<file path="src/rtl/filter_scan_ctrl_pkg.sv">
// Shared definitions for the threshold-filter sequencer: default widths and FSM states.
package filter_scan_ctrl_pkg;

  localparam int DEF_ADDR_W   = 4;
  localparam int DEF_DATA_W   = 8;
  localparam int DEF_HOLD_CYC = 4;

  typedef enum logic [1:0] {
    S_IDLE = 2'd0,
    S_SCAN = 2'd1,
    S_SHOW = 2'd2,
    S_DONE = 2'd3
  } state_t;

endpackage

</file>
<file path="src/rtl/filter_scan_ctrl_btn_edge.sv">
// Rising-edge detector for the start button; emits a one-cycle start pulse.
module btn_edge (
  input  logic clk,
  input  logic rst,
  input  logic btn,
  output logic start
);

  logic btn_q;

  always_ff @(posedge clk) begin
    if (rst) btn_q <= 1'b0;
    else     btn_q <= btn;
  end

  assign start = btn & ~btn_q;

endmodule

</file>
<file path="src/rtl/filter_scan_ctrl.sv">
// Threshold-filter sequencer: scans the source RAM, packs matches into the
// destination RAM, replays them to the display, then reports the match count.
module filter_scan_ctrl
  import filter_scan_ctrl_pkg::*;
#(
  parameter int ADDR_W   = DEF_ADDR_W,
  parameter int DATA_W   = DEF_DATA_W,
  parameter int HOLD_CYC = DEF_HOLD_CYC
) (
  input  logic              clk,
  input  logic              rst,
  input  logic              btn,
  input  logic [DATA_W-1:0] thresh,
  input  logic [DATA_W-1:0] src_data,
  input  logic [DATA_W-1:0] dst_rdata,
  output logic [ADDR_W-1:0] src_addr,
  output logic [ADDR_W-1:0] dst_addr,
  output logic              dst_we,
  output logic [DATA_W-1:0] dst_wdata,
  output logic [DATA_W-1:0] disp_val,
  output logic              disp_valid,
  output logic              busy,
  output logic              done,
  output logic [ADDR_W:0]   count
);

  localparam int TW = (HOLD_CYC > 1) ? $clog2(HOLD_CYC) : 1;
  localparam logic [TW-1:0] HOLD_LAST = TW'(HOLD_CYC - 1);

  state_t            state, state_n;
  logic [ADDR_W-1:0] src_n, dst_n;
  logic [ADDR_W:0]   count_n, count_inc;
  logic [TW-1:0]     timer, timer_n;
  logic              start, gt;

  btn_edge u_btn_edge (
    .clk   (clk),
    .rst   (rst),
    .btn   (btn),
    .start (start)
  );

  always_ff @(posedge clk) begin
    if (rst) begin
      state    <= S_IDLE;
      src_addr <= '0;
      dst_addr <= '0;
      count    <= '0;
      timer    <= '0;
    end else begin
      state    <= state_n;
      src_addr <= src_n;
      dst_addr <= dst_n;
      count    <= count_n;
      timer    <= timer_n;
    end
  end

  always_comb begin
    state_n    = state;
    src_n      = src_addr;
    dst_n      = dst_addr;
    count_n    = count;
    timer_n    = timer;
    dst_we     = 1'b0;
    dst_wdata  = '0;
    disp_val   = '0;
    disp_valid = 1'b0;
    busy       = 1'b0;
    done       = 1'b0;
    gt         = (src_data > thresh);
    count_inc  = count + (ADDR_W + 1)'(gt);

    case (state)
      S_IDLE, S_DONE: begin
        done = (state == S_DONE);
        if (start) begin
          src_n   = '0;
          dst_n   = '0;
          count_n = '0;
          state_n = S_SCAN;
        end
      end
      S_SCAN: begin
        busy    = 1'b1;
        src_n   = src_addr + 1'b1;
        count_n = count_inc;
        if (gt) begin
          dst_we    = 1'b1;
          dst_wdata = src_data;
          dst_n     = dst_addr + 1'b1;
        end
        // Last word: the match decision uses the count including this word.
        if (src_addr == '1) begin
          if (count_inc == '0) begin
            state_n = S_DONE;
          end else begin
            dst_n   = '0;
            timer_n = '0;
            state_n = S_SHOW;
          end
        end
      end
      S_SHOW: begin
        busy       = 1'b1;
        disp_valid = 1'b1;
        disp_val   = dst_rdata;
        if (timer == HOLD_LAST) begin
          if ({1'b0, dst_addr} == count - 1'b1) begin
            state_n = S_DONE;
          end else begin
            dst_n   = dst_addr + 1'b1;
            timer_n = '0;
          end
        end else begin
          timer_n = timer + 1'b1;
        end
      end
      default: state_n = S_IDLE;
    endcase
  end

endmodule

</file>
<file path="config.mk">
export PLATFORM = sky130hd
export DESIGN_NAME = filter_scan_ctrl
export DESIGN_NICKNAME = d
export VERILOG_FILES = /design/src/rtl/filter_scan_ctrl_pkg.sv /design/src/rtl/filter_scan_ctrl_btn_edge.sv /design/src/rtl/filter_scan_ctrl.sv
export SDC_FILE = /design/constraint.sdc
export NUM_CORES = 1
export LEC_CHECK = 0
export ABC_AREA = 1
export CAP_MARGIN = 25
export CORE_MARGIN = 2
export CORE_UTILIZATION = 30
export DETAILED_ROUTE_END_ITERATION = 8
export GPL_ROUTABILITY_DRIVEN = 1
export GPL_TIMING_DRIVEN = 0
export MAX_ROUTING_LAYER = met4
export PLACE_DENSITY = 0.67
export SYNTH_ARGS = -nofsm -noshare
export SYNTH_HDL_FRONTEND = slang
export SYNTH_SLANG_ARGS = --single-unit
</file>
<file path="constraint.sdc">
create_clock -name clk -period 3.59 [get_ports clk]
set_input_delay 0.718 -clock clk [delete_from_list [all_inputs] [get_ports clk]]
set_output_delay 0.718 -clock clk [all_outputs]
set_load 0.01 [all_outputs]
</file>
==> results.md <==
- Status: finished clean
- Synthesized-area fraction occupied by adder cells: 0.132
- Master cell of the clock root buffer: clkbuf_8
- Total number of nets in the final design: between 300 and 400
- Register-to-register setup slack: 1760 ps
- Slew @ Worst Pin: 514 ps
- Final setup skew: between 5 and 6 ps
- Synth top area cells: dfxtp_1 (22%), nand2_1 (18%), ha_1 (13%)
- Worst hold path class: reg2reg
- Pin count of the biggest net entering global routing: 11
- Total leakage power: about 0.0013 µW
- Critical path capture point: dst_wdata[0]
- Top-Level Pins: 60
- Initial DRC Count: 26
- Sequential share of power: 0.250
- Detail-routed via count per cell: 4.37
- Most common library cells after synthesis: nand2_1 (76), inv_1 (45), nor2_1 (37)
- Accumulated negative setup slack: 0 ps
- Mapped Cells: approximately 270
- Max-cap violations: 0
- Overall Global Routing Usage: 0.144
- Post-detailed-placement half-perimeter wirelength: approximately 3300 µm
- Diodes inserted: 0
- Classification of the worst setup path: in2out
- Num Clock Sinks: 18
- Synth cell types: 24
- Part of the power in combinational logic: 0.608
- Hold slack final: 469 ps
- Initial core utilization: 0.314
- H-tree level count: 1
- Part of the cycle the worst path needs: 0.950
- Internal power: between 500 and 600 µW
- First-pass GRT wire length: roughly 7100 µm
- Vias after detailed routing: around 1800
- Die ar.: between 5000 and 6000 µm²
- Flip-flop and latch area: between 300 and 400 µm²
- Count of input and output buffers: a little under 60
- Total of warnings raised by yosys: 0
- Fraction of layout instances using a drive strength above 1: 0.103
- Total Wirelength: 4120 µm
- Total global routing overflow: 0
- Biggest area consumer among synthesized cells: dfxtp_1
- Area of the multi-input gates: between 1000 and 1500 µm²
- Launch instance of the worst register-to-register path: count[0]$_SDFFE_PP0P_
- Post-Synthesis Cell Area: about 1600 µm²
- Die X: between 70 and 80 µm
- Cell row count: 26
- Via count of the first global-routing pass: roughly 1700
- Setup repair after global routing missed its margin: no
- Final-report hold violation count: 0
- Clock share of power: 0.142
- Clock transition time at the flip-flop clock pins of the worst setup and hold paths: around 60 ps
- Count of nets left with antenna violations after detail routing: 0
- Share of the yosys chip area belonging to registers: 0.223
- Predominant post-synthesis flop cell: dfxtp_1
- Maximum vdd ir drop: between 0.4 and 0.5 mV
- Weighted congestion reported at the end of routability-driven placement: approximately 0.79
- End of the worst register-to-register path: timer[0]$_SDFFE_PP0P_
- Initial antenna violation count: 0
- Worst endpoint data arrival time: about 2700 ps
- Area growth from synthesis to final layout: 48.3%
- Worst setup path startpoint: thresh[1]
- Endpoint required time on the critical path: 2870 ps
- Final-report setup violation count: 0
- Vertical die dimension: roughly 77 µm
- EDFF count, synth: 0
- Number of fill cells in the layout: ~570
- Most instantiated library cell after synthesis: nand2_1
- Post-synthesis register bit count: 18
- Proportion of synthesized area in mux cells: 0
- Power density over the cells: about 410 nW/µm²
- Simple logic cell fraction of the synthesized area: 0.402
- Final min period: between 3000 and 4000 ps
- Post-synthesis async set-or-reset flop share: 0
- Core area: around 5100 µm²
- TritonRoute pass-1 iters: 4
- Nature of the critical path startpoint: input pin
- Synthesized net count: 310
- Worst relative slew slack: 0.657
- Area share of xor/xnor cells in the synthesized design: 0.0326
- Area fraction in compound gates after synthesis: 0.0791
- Number of pins exceeding their max-slew limit in the final report: 0
- Routed length per instance: just over 10 µm
- Crit. End Element: primary output
- CTS tree: built
- Number of CTS-inserted buffers: 3
- Worst-path maximum fanout: 5
- Largest buffer count on any clock path: 2
- Achievable Freq: 0.293 GHz
- Number of design rule violations left after detail routing: 0
- Net Sw Frac: 0.453
- Share of Yosys cell area claimed by the top area cell type: 0.223
- Syn_area_per_cell: 6.06 µm²
- Net switching power figure: ~450 µW
- Worst-case reg-to-reg path depth: 12
- Combinational family with the most area after synthesis: simple AND/OR/NAND/NOR gates
- Worst skew pair latency: about 250 ps
[final cells by class]
cell class,count,area share
well taps,70,0.0366
clock buffers,3,0.0173
multi-input cells,194,0.441
flip-flops and latches,18,0.151
plain buffers,4,0.00994
repair buffers,62,0.265
inverters,50,0.0795
[cells in the final DEF, fill, tap and decap left out, drive strengths merged]
master,instances
o21ai,4
ha,17
nor3,2
clkdlybuf4s50,51
inv,50
a21o,1
nand4,3
nand3,19
dfxtp,18
nor2,38
a21oi,17
or2,2
buf,5
clkbuf,5
xnor2,1
xor2,5
dlymetal6s2s,8
nand2,85
[state kept, by name (all words and copies together) (netlist names)]
name	count
dst_addr	4
u_btn_edge.btn_q	1
timer	2
src_addr	4
state	2
count	5
[layer usage]
metal,up-vias,share of wire,GRT usage
li1,949,-,-
met1,757,0.49,0.178
met2,43,0.45,0.245
met3,4,0.047,0.0165
met4,0,0.0080,0.0464
met5,-,0,-
[metrics by stage]
| stage | power (µW) | instances | instance area, µm² | utilization | setup WS [ps] |
|---|---|---|---|---|---|
| after global placement | 837 | 395 | 2290 | 0.446 | -92.6 |
| after CTS | 989 | 398 | 2340 | 0.456 | 20.4 |
| after global routing | 1080 | 401 | 2390 | 0.465 | 9.42 |
| after floorplan | 626 | 266 | 1610 | - | 694 |
| final | 990 | 401 | 2390 | 0.465 | 178 |
| after detailed placement | 841 | 395 | 2290 | 0.446 | -163 |
[critical path, stage by stage]
cell and delay [ps]:
clkdlybuf4s50_1 460, inv_1 40, ha_1 290, nand2_1 60, nand2_1 50, nand2_1 50
nand2_1 60, nand2_1 60, nand2_2 110, nand2_4 80, nor3_1 130, clkdlybuf4s50_1 570
[cells by family after synthesis]
logic type,count (synthesis)
AND/OR/NAND/NOR,149
adder cells (fa/ha/maj),17
AO/OA/AOI/OAI,22
flip-flops,18
buffers and inverters,54
XOR/XNOR,6
[power by group through the flow]
stage | clock (µW) | sequential [µW] | combinational [µW]
final | 141 | 248 | 602
after global placement | 0 | 251 | 586
after CTS | 145 | 247 | 596
after floorplan | 0 | 251 | 375
after detailed placement | 0 | 252 | 589
after global routing | 150 | 251 | 680
[timing repair]
action	in CTS	in global routing
pin swaps	0	2
gates resized for setup	3	10
buffers inserted	0	3
hold buffers	0	0
endpoints found under the setup margin	7	14
[worst min path at each step]
| stage | startpoint | to | slack, ps | cells past startpoint |
|---|---|---|---|---|
| 2_1_floorplan | timer[1]$_SDFFE_PP0P_ | timer[1]$_SDFFE_PP0P_ | 450 | 2 |
| 3_3_place_gp | timer[1]$_SDFFE_PP0P_ | timer[1]$_SDFFE_PP0P_ | 460 | 2 |
| 3_5_place_dp | timer[1]$_SDFFE_PP0P_ | timer[1]$_SDFFE_PP0P_ | 460 | 2 |
| 6_report | timer[1]$_SDFFE_PP0P_ | timer[1]$_SDFFE_PP0P_ | 470 | 2 |
| 5_1_grt | timer[1]$_SDFFE_PP0P_ | timer[1]$_SDFFE_PP0P_ | 500 | 2 |
| 4_1_cts | timer[1]$_SDFFE_PP0P_ | timer[1]$_SDFFE_PP0P_ | 470 | 2 |
Power figures use the tool's default switching activity.
